## src/rtl/seq_muldiv_if.sv

```systemverilog
// rtl/seq_muldiv_if.sv - request/result bundle for the sequential multiply/divide unit
//
// Signals (master = requester, slave = seq_muldiv):
//   start, op, sgn, a, b   request side, driven by the master
//   busy, done             status, driven by the slave
//   hi, lo, div_zero       registered result, driven by the slave
interface seq_muldiv_if #(
    parameter int WIDTH = 32
);
    logic             start;
    logic             op;
    logic             sgn;
    logic [WIDTH-1:0] a;
    logic [WIDTH-1:0] b;
    logic             busy;
    logic             done;
    logic [WIDTH-1:0] hi;
    logic [WIDTH-1:0] lo;
    logic             div_zero;

    modport master (
        output start, op, sgn, a, b,
        input  busy, done, hi, lo, div_zero
    );

    modport slave (
        input  start, op, sgn, a, b,
        output busy, done, hi, lo, div_zero
    );
endinterface

```

## src/rtl/seq_muldiv.sv

```systemverilog
// rtl/seq_muldiv.sv - iterative shift-add multiplier / restoring divider
//
// Ports:
//   clock   single rising-edge clock
//   clear   synchronous active-high reset; aborts any request in flight
//   bus     seq_muldiv_if.slave: start/op/sgn/a/b in, busy/done/hi/lo/div_zero out
//
// op = 0 multiply: hi:lo = a * b (full 2*WIDTH product)
// op = 1 divide:   lo = quotient (truncated toward zero), hi = remainder
// sgn = 1 treats a and b as two's complement. Result appears with a one-cycle
// done pulse WIDTH+1 edges after the accepting edge.
module seq_muldiv #(
    parameter int WIDTH = 32
) (
    input  logic        clock,
    input  logic        clear,
    seq_muldiv_if.slave bus
);
    localparam int CW = $clog2(WIDTH);
    localparam logic [CW-1:0] LAST = CW'(WIDTH - 1);

    typedef enum logic [1:0] {
        IDLE  = 2'd0,
        RUN   = 2'd1,
        FIXUP = 2'd2,
        DONE  = 2'd3
    } state_t;

    state_t             state_q;
    logic [CW-1:0]      cnt_q;
    logic               op_q;
    logic               neg_a_q;
    logic               neg_b_q;
    logic               bzero_q;
    logic [WIDTH-1:0]   a_q;
    logic [WIDTH-1:0]   mag_b_q;
    // Multiply: upper half accumulates partial product, lower half holds the
    // multiplier being shifted out. Divide: upper half is the partial
    // remainder, lower half shifts dividend bits out and quotient bits in.
    logic [2*WIDTH-1:0] acc_q;

    logic               busy_q;
    logic               done_q;
    logic               div_zero_q;
    logic [WIDTH-1:0]   hi_q;
    logic [WIDTH-1:0]   lo_q;

    // Operand magnitudes at the accepting edge
    logic               neg_a_in;
    logic               neg_b_in;
    logic [WIDTH-1:0]   mag_a_in;
    logic [WIDTH-1:0]   mag_b_in;

    // One iteration of each algorithm
    logic [WIDTH:0]     add_sum;
    logic [2*WIDTH-1:0] mul_acc_d;
    logic [WIDTH:0]     trial;
    logic               trial_ok;
    logic [WIDTH-1:0]   rem_step;
    logic [2*WIDTH-1:0] div_acc_d;

    // Sign-corrected results
    logic               flip_q;
    logic [2*WIDTH-1:0] prod_fix;
    logic [WIDTH-1:0]   quo_fix;
    logic [WIDTH-1:0]   rem_fix;
    logic [WIDTH-1:0]   hi_d;
    logic [WIDTH-1:0]   lo_d;
    logic               div_zero_d;

    always_comb begin
        neg_a_in = bus.sgn & bus.a[WIDTH-1];
        neg_b_in = bus.sgn & bus.b[WIDTH-1];
        mag_a_in = neg_a_in ? -bus.a : bus.a;
        mag_b_in = neg_b_in ? -bus.b : bus.b;
    end

    always_comb begin
        add_sum   = {1'b0, acc_q[2*WIDTH-1:WIDTH]}
                  + (acc_q[0] ? {1'b0, mag_b_q} : {(WIDTH+1){1'b0}});
        mul_acc_d = {add_sum, acc_q[WIDTH-1:1]};

        // Shift the next dividend bit into the remainder and try a subtract;
        // keep the shifted remainder (restore) when the subtract would borrow.
        trial     = {acc_q[2*WIDTH-1:WIDTH], acc_q[WIDTH-1]} - {1'b0, mag_b_q};
        trial_ok  = ~trial[WIDTH];
        rem_step  = trial_ok ? trial[WIDTH-1:0] : acc_q[2*WIDTH-2:WIDTH-1];
        div_acc_d = {rem_step, acc_q[WIDTH-2:0], trial_ok};
    end

    always_comb begin
        // neg flags are already gated by sgn at capture, so unsigned never flips
        flip_q   = neg_a_q ^ neg_b_q;
        prod_fix = flip_q ? -acc_q : acc_q;
        quo_fix  = flip_q ? -acc_q[WIDTH-1:0] : acc_q[WIDTH-1:0];
        rem_fix  = neg_a_q ? -acc_q[2*WIDTH-1:WIDTH] : acc_q[2*WIDTH-1:WIDTH];

        div_zero_d = 1'b0;
        if (!op_q) begin
            hi_d = prod_fix[2*WIDTH-1:WIDTH];
            lo_d = prod_fix[WIDTH-1:0];
        end else if (bzero_q) begin
            // Divide by zero returns the raw dividend, not the magnitude path
            hi_d       = a_q;
            lo_d       = {WIDTH{1'b1}};
            div_zero_d = 1'b1;
        end else begin
            hi_d = rem_fix;
            lo_d = quo_fix;
        end
    end

    always_ff @(posedge clock) begin
        if (clear) begin
            state_q    <= IDLE;
            cnt_q      <= '0;
            op_q       <= 1'b0;
            neg_a_q    <= 1'b0;
            neg_b_q    <= 1'b0;
            bzero_q    <= 1'b0;
            a_q        <= '0;
            mag_b_q    <= '0;
            acc_q      <= '0;
            busy_q     <= 1'b0;
            done_q     <= 1'b0;
            div_zero_q <= 1'b0;
            hi_q       <= '0;
            lo_q       <= '0;
        end else begin
            case (state_q)
                IDLE: begin
                    if (bus.start) begin
                        op_q    <= bus.op;
                        neg_a_q <= neg_a_in;
                        neg_b_q <= neg_b_in;
                        bzero_q <= (bus.b == '0);
                        a_q     <= bus.a;
                        mag_b_q <= mag_b_in;
                        acc_q   <= {{WIDTH{1'b0}}, mag_a_in};
                        cnt_q   <= '0;
                        busy_q  <= 1'b1;
                        state_q <= RUN;
                    end
                end
                RUN: begin
                    acc_q <= op_q ? div_acc_d : mul_acc_d;
                    cnt_q <= cnt_q + {{(CW-1){1'b0}}, 1'b1};
                    if (cnt_q == LAST) begin
                        state_q <= FIXUP;
                    end
                end
                FIXUP: begin
                    hi_q       <= hi_d;
                    lo_q       <= lo_d;
                    div_zero_q <= div_zero_d;
                    busy_q     <= 1'b0;
                    done_q     <= 1'b1;
                    state_q    <= DONE;
                end
                DONE: begin
                    done_q  <= 1'b0;
                    state_q <= IDLE;
                end
                default: begin
                    busy_q  <= 1'b0;
                    done_q  <= 1'b0;
                    state_q <= IDLE;
                end
            endcase
        end
    end

    assign bus.busy     = busy_q;
    assign bus.done     = done_q;
    assign bus.hi       = hi_q;
    assign bus.lo       = lo_q;
    assign bus.div_zero = div_zero_q;
endmodule

```

## src/flat_wrapper.sv

```systemverilog
// flat-port wrapper written by rule: the top's interface ports become plain ports
module seq_muldiv_flat 
#(
    parameter int WIDTH = 32
)
  (clock, clear, bus_start, bus_op, bus_sgn, bus_a, bus_b, bus_busy, bus_done, bus_hi, bus_lo, bus_div_zero);
  seq_muldiv_if #(.WIDTH(WIDTH)) bus_i ();
  input  logic clock;
  input  logic clear;
  input wire logic [$bits(bus_i.start)-1:0] bus_start;
  input wire logic [$bits(bus_i.op)-1:0] bus_op;
  input wire logic [$bits(bus_i.sgn)-1:0] bus_sgn;
  input wire logic [$bits(bus_i.a)-1:0] bus_a;
  input wire logic [$bits(bus_i.b)-1:0] bus_b;
  output wire logic [$bits(bus_i.busy)-1:0] bus_busy;
  output wire logic [$bits(bus_i.done)-1:0] bus_done;
  output wire logic [$bits(bus_i.hi)-1:0] bus_hi;
  output wire logic [$bits(bus_i.lo)-1:0] bus_lo;
  output wire logic [$bits(bus_i.div_zero)-1:0] bus_div_zero;
  assign bus_i.start = bus_start;
  assign bus_i.op = bus_op;
  assign bus_i.sgn = bus_sgn;
  assign bus_i.a = bus_a;
  assign bus_i.b = bus_b;
  assign bus_busy = bus_i.busy;
  assign bus_done = bus_i.done;
  assign bus_hi = bus_i.hi;
  assign bus_lo = bus_i.lo;
  assign bus_div_zero = bus_i.div_zero;
  seq_muldiv #(.WIDTH(WIDTH)) u_core (.clock(clock), .clear(clear), .bus(bus_i));
endmodule
```

## config.mk

```make
export PLATFORM = sky130hd
export DESIGN_NAME = seq_muldiv_flat
export DESIGN_NICKNAME = d
export VERILOG_FILES = /design/src/rtl/seq_muldiv_if.sv /design/src/rtl/seq_muldiv.sv /design/src/flat_wrapper.sv
export SDC_FILE = /design/constraint.sdc
export NUM_CORES = 1
export LEC_CHECK = 0
export CAP_MARGIN = 40
export CORE_ASPECT_RATIO = 0.75
export CORE_MARGIN = 2
export CORE_UTILIZATION = 45
export CTS_CLUSTER_SIZE = 24
export DETAILED_ROUTE_END_ITERATION = 6
export MAX_ROUTING_LAYER = met4
export SLEW_MARGIN = 20
export SYNTH_ARGS = -nofsm -noshare
export SYNTH_HDL_FRONTEND = slang
export SYNTH_SLANG_ARGS = --single-unit
```

## constraint.sdc

```tcl
create_clock -name clock -period 4.8 [get_ports clock]
set_input_delay 1.2 -clock clock [delete_from_list [all_inputs] [get_ports clock]]
set_output_delay 1.2 -clock clock [all_outputs]
set_load 0.01 [all_outputs]
```

# Yosys cells after proc, flatten, opt, wreduce, memory -nomap -nowiden

Cells that the tools add are included.

Flip-flop bits (word level): 206
Input bits: 69
Output and inout bits: 67
Word-level logic and storage cells: 65

$add $sub $neg: 8
Equal/unequal tests: 6
Multiplexer cells: 24
Bitwise operators: 4
Reductions and logical operators: 9

Operators with widths:

| kind                                                                     | count |
|---|---|
| 32-bit 2-to-1 mux                                                        | 10 |
| 64-bit 2-to-1 mux                                                        | 3 |
| 32-bit negator                                                           | 4 |
| 64-bit case mux with 2 select lines                                      | 1 |
| 64-bit negator                                                           | 1 |
| 32-bit by 33-bit adder with 33-bit output                                | 1 |
| 33-bit by 32-bit subtractor with 33-bit output                           | 1 |
| 32-bit logical NOT                                                       | 1 |
| 5-bit case mux with 2 select lines                                       | 1 |
| 2-bit case mux with 4 select lines                                       | 1 |
| 2-bit AND reduction                                                      | 4 |
| 2-bit nonzero test                                                       | 3 |
| 5-bit by 1-bit adder with 5-bit output (second input constant)           | 1 |
| 5-bit equality test (second input constant)                              | 1 |
| 5-bit 2-to-1 mux                                                         | 1 |
| 2-bit equality test (second input constant)                              | 2 |
| 2-bit 2-to-1 mux                                                         | 2 |
| 1-bit case mux with 2 select lines                                       | 2 |
| 1-bit 2-to-1 mux                                                         | 3 |
| 1-bit bitwise AND                                                        | 2 |
| 2-bit by 1-bit equality test with 1-bit output (second input constant)   | 1 |
| 2-bit logical NOT                                                        | 1 |
| 2-bit by 1-bit inequality test with 1-bit output (second input constant) | 1 |
| 2-bit inequality test (second input constant)                            | 1 |
| other kinds (2)                                                          | 2 |

# Logic depth before layout (Yosys ltp)

Depth in word-level cells: 4
Gate-level depth with buffers: 14
Gate-level depth less buffers: 13

# Worst setup path after synthesis

No wires, ideal clock.

Path type: input -> register
Start point: in bus_b[0]
End point: reg u_core.mag_b_q[30]
Library setup time: 0.086 ns
Arrival time: 3.508 ns
Required time: 4.714 ns
Path slack: 1.207 ns
Cell stages on the path: 10
Buffers on the path: 0
Path through: inv_1 -> ha_1 -> nand2_1 -> or4_1 -> nor3_2 -> nand2_1 -> or4_1 -> o41ai_1 -> xor2_1 -> a211oi_1

Cells in the longest elaborated chain, start to end: 2

Ends and longest elaborated chain:

| element              | RTL line           | text |
|---|---|---|
| start, declared      | flat_wrapper.sv:14 | `input wire logic [$bits(bus_i.b)-1:0] bus_b;` |
| 32-bit negator       | seq_muldiv.sv:75   | `mag_b_in = neg_b_in ? -bus.b : bus.b;` |
| 32-bit 2-to-1 mux    | seq_muldiv.sv:75   |  |
| end signal, assigned | seq_muldiv.sv:138  | `mag_b_q <= mag_b_in;` |
| end, declared        | seq_muldiv.sv:36   | `logic [WIDTH-1:0] mag_b_q;` |

No other way between the ends.
A chain may end at the register's enable or synchronous reset.

# Final worst setup path

Start point: reg u_core.acc_q[0]
End point: reg u_core.acc_q[58]

Cells in the longest elaborated chain, start to end: 4

Ends and longest elaborated chain:

| element                                   | RTL line          | text |
|---|---|---|
| start, declared                           | seq_muldiv.sv:40  | `logic [2*WIDTH-1:0] acc_q;` |
| start signal, assigned                    | seq_muldiv.sv:139 | `acc_q <= {{WIDTH{1'b0}}, mag_a_in};` |
| start signal, assigned                    | seq_muldiv.sv:146 | `acc_q <= op_q ? div_acc_d : mul_acc_d;` |
| 32-bit 2-to-1 mux                         | seq_muldiv.sv:80  | `+ (acc_q[0] ? {1'b0, mag_b_q} : {(WIDTH+1){1'b0}});` |
| 32-bit by 33-bit adder with 33-bit output | seq_muldiv.sv:80  |  |
| 64-bit 2-to-1 mux                         | seq_muldiv.sv:146 |  |
| 64-bit case mux with 2 select lines       | seq_muldiv.sv:130 | `case (state_q)` |

No other way between the ends.

==> results.tsv <==
stage	metric	value	unit
run_status	run_status	finished, violations left	
sta	fin_crit	4.080	ns
setup_path	arrival	4.49	ns
logic_synthesis	synthArstFlopShare	0	%
global_routing	grt_pass1_vias	14171	
global_routing	globalRoute.totalOverflow	0	
final_layout	final_area	18540	um2
pwr	power.total	0.008919	W
setup_path	required	5.21	ns
setup_path	max_stage_delay	0.87	ns
setup_path	cp-startpoint	u_core.acc_q[0]$_SDFFE_PP0P_	
routing	drtAntennaViolNets	0	
sta	hold_viol	0	
setup_path	cpLargestDelayFamily	compound AO/OA/AOI/OAI gates	
global_routing	antenna_found_initial	1	
clocking	clock_latency	0.55	ns
logic_synthesis	synth_top_area_share	25.76	%
logic_synthesis	syn-num-nets	2305	
clocking	cts_buffers	25	
clocking	cts-root-buf	clkbuf_16	
sta	final.setup_skew	0.01465	ns
setup_path	worstReg2RegStart	u_core.acc_q[0]$_SDFFE_PP0P_	
routing	routedWlPerCell	20.61	um
logic_synthesis	yosysWarnings	0	
sta	relSlewSlack	33.18	%
placed_design	pre_cts_ws	0.4271	ns
final_layout	drive_gt1_share	7.111	%
routing	vias	15983	
setup_path	cp-end-kind	flop	
routing	avgViaCountPerCell	5.964	
sta	setup_viol	0	
logic_synthesis	yosys_most_used_dff	dfxtp_1	
logic_synthesis	yosysMostFrequentCell	nand2_1	
pwr	peakVddDrop	261.8	uV
logic_synthesis	syn_area_per_cell	7.410	um2
final_layout	fin_nets	2349	
setup_path	path_max_fanout	27	
min_path	min_from	u_core.bus.hi[16]$_SDFFE_PP0P_	
clocking	clock-sinks	206	
clocking	cts_buffer_depth	3	
global_routing	grtUsageTotal	29.61	%
clocking	clk_pin_slew	0.06	ns
sta	drv_slew	0	
logic_synthesis	syn_area	16010	um2
global_routing	grt_pass1_wl	84.54	mm
routing	route.detailed.drc	4	
die	fp.dieW	221.8	um
die	fp.dieArea	37110	um2
placed_design	place_area	17660	um2
sta	max_slew.worst_pin.slew	0.9770	ns
sta	period_share	85.00	%
sta	setup_tns	0	ns
logic_synthesis	ys_seq_area_share	25.76	%
routing	routed_wl	55.23	mm
setup_path	start_kind	flop	
pwr	p_per_area	481.0	nW/um2
run	maxCapViolations	0	
final_layout	synthToLayoutAreaGrowth	15.84	%
clocking	cts_resized	0	
clocking	cts_tree	done	
placed_design	gp_congestion	0.9314	
die	boundaryPins	136	
logic_synthesis	ys_seq_elements	206	
global_routing	grt_max_degree	66	
pwr	p_leak	7.074	nW
clocking	post_cts_buffers	0	
min_path	hold_class	reg -> reg	
setup_path	timing.critical_path.cells	inv_1 -> buf_4 -> nor2_1 -> ha_1 -> a211o_1 -> o211ai_1 -> a21oi_1 -> a2111o_1 -> a2111oi_0 -> o21bai_1 -> a31oi_1 -> xor2_1 -> o21ai_0	
sta	hold_ws	0.4392	ns
placed_design	hpwl	41.71	mm
logic_synthesis	syn_inst	2160	
die	initial_core_util	45.94	%
run_status	violations	design-rule violations	
placed_design	port_buffers	135	
setup_path	crit_slowest_cell	a2111oi_0	
logic_synthesis	synth.area.top_cells	dfxtp_1 26%, nand2_1 6.7%, a21oi_1 6.1%, ha_1 5.8%, xnor2_1 5.7%	
sta	rsz0062_at_grt	false	
sta	final.setup.worst_slack	0.7201	ns
logic_synthesis	synth_common_cells	284 x nand2_1, 222 x nor2_1, 206 x dfxtp_1, 194 x a21oi_1, 143 x o21ai_0	
setup_path	worstSetupPathType	reg -> reg	
clocking	holdBufCountCts	0	
die	num_rows	59	
logic_synthesis	synth_edf_count	0	
clocking	htree_levels	1	
final_layout	fillers	3395	
die	die_h	167.3	um
logic_synthesis	synth_cell_type_count	83	
setup_path	crit_buf_inv	2	
die	design.core.area	34840	um2
logic_synthesis	yosys.area.top_type	dfxtp_1	
routing	first_pass_iters	7	
routing	drt_iter0_drc	1638	
sta	fmax	245.1	MHz
==> flip-flops by register name, indices dropped and copies added, names as in the netlist <==
register / count
u_core.bus.div_zero: 1
u_core.bus.hi: 32
u_core.bus.busy: 1
u_core.bus.lo: 32
u_core.state_q: 2
u_core.neg_b_q: 1
u_core.mag_b_q: 32
u_core.bzero_q: 1
u_core.cnt_q: 5
u_core.a_q: 32
u_core.acc_q: 64
u_core.neg_a_q: 1
u_core.bus.done: 1
u_core.op_q: 1
==> worst paths after layout <==
path	to	slack (ns)	cells after the start
setup / recovery	u_core.acc_q[58]$_SDFFE_PP0P_	0.72	13
setup reg to reg	u_core.acc_q[58]$_SDFFE_PP0P_	0.72	13
hold reg to reg	u_core.bus.hi[16]$_SDFFE_PP0P_	0.44	2
hold / removal	u_core.bus.hi[16]$_SDFFE_PP0P_	0.44	2
==> stage by stage <==
| stage | util (%) | instances |
|---|---|---|
| finish | 53.21 | 2680 |
| global route | 53.21 | 2680 |
| CTS | 53.21 | 2679 |
| detailed placement | 50.69 | 2634 |
| global placement | 50.53 | 2631 |
| floorplan | - | 2160 |
==> layer usage <==
layer	vias to the layer above	routed length (um)	GRT usage [%]
met5	-	0	-
met4	0	767	4.495
met3	54	4733	4.685
met2	598	21310	39.09
met1	7564	28420	46.77
li1	7767	-	-
==> final cells by class <==
| type | instances | area (um2) | share of cell area, % |
|---|---|---|---|
| clock buffer | 35 | 743.2 | 4.008 |
| tap | 457 | 571.8 | 3.084 |
| inverter | 68 | 255.2 | 1.377 |
| antenna | 1 | 2.502 | 0.01350 |
| multi-input combinational | 1717 | 10930 | 58.92 |
| sequential | 206 | 4129 | 22.27 |
| timing repair buffer | 186 | 1780 | 9.603 |
| clock inverter | 10 | 133.9 | 0.7220 |
==> layout by cell type (no fill, tap or decap), types with 9 or more instances in the layout <==
master and instances:
nand2_1 284, nor2_1 221, dfxtp_1 204, a21oi_1 194, o21ai_0 142, clkdlybuf4s50_1 134, xnor2_1 103, xor2_1 86
a211oi_1 73, ha_1 72, inv_1 68, mux2i_1 56, buf_4 48, nor3_1 41, o211ai_1 30, a21o_1 30
a31oi_1 29, clkbuf_16 25, o31ai_1 24, nand2b_1 21, nor2b_1 19, a311oi_1 19, or3_1 18, a22oi_1 15
nand3_1 15, mux2_2 15, and3_1 13, o21ai_1 13, nor4_1 12, nand4_1 12, and2_1 11, or4_1 10
o21a_1 9
==> report_power, final <==
group | internal [W] | switching (W) | total (W)
combinational | 0.00165 | 0.00268 | 0.00433
sequential | 0.00212 | 0.000425 | 0.00255
clock | 0.00124 | 0.000809 | 0.00205
total | 0.00500 | 0.00391 | 0.00892
==> tightest hold or removal path: stages, from the launching register on <==
cell and delay [ns]:
dfxtp_1 0.31, nand2_1 0.05, nand2_1 0.04
==> kinds of logic after synthesis <==
kind of cell | after synthesis | share of synthesized area, %
AO/OA/AOI/OAI | 657 | 26.02
XOR/XNOR | 192 | 10.51
adder cells (fa/ha/maj) | 76 | 6.035
buffers and inverters | 237 | 6.230
flip-flops | 206 | 25.76
multiplexers | 71 | 4.557
AND/OR/NAND/NOR | 721 | 20.89
(Power assumes the default switching activity.)
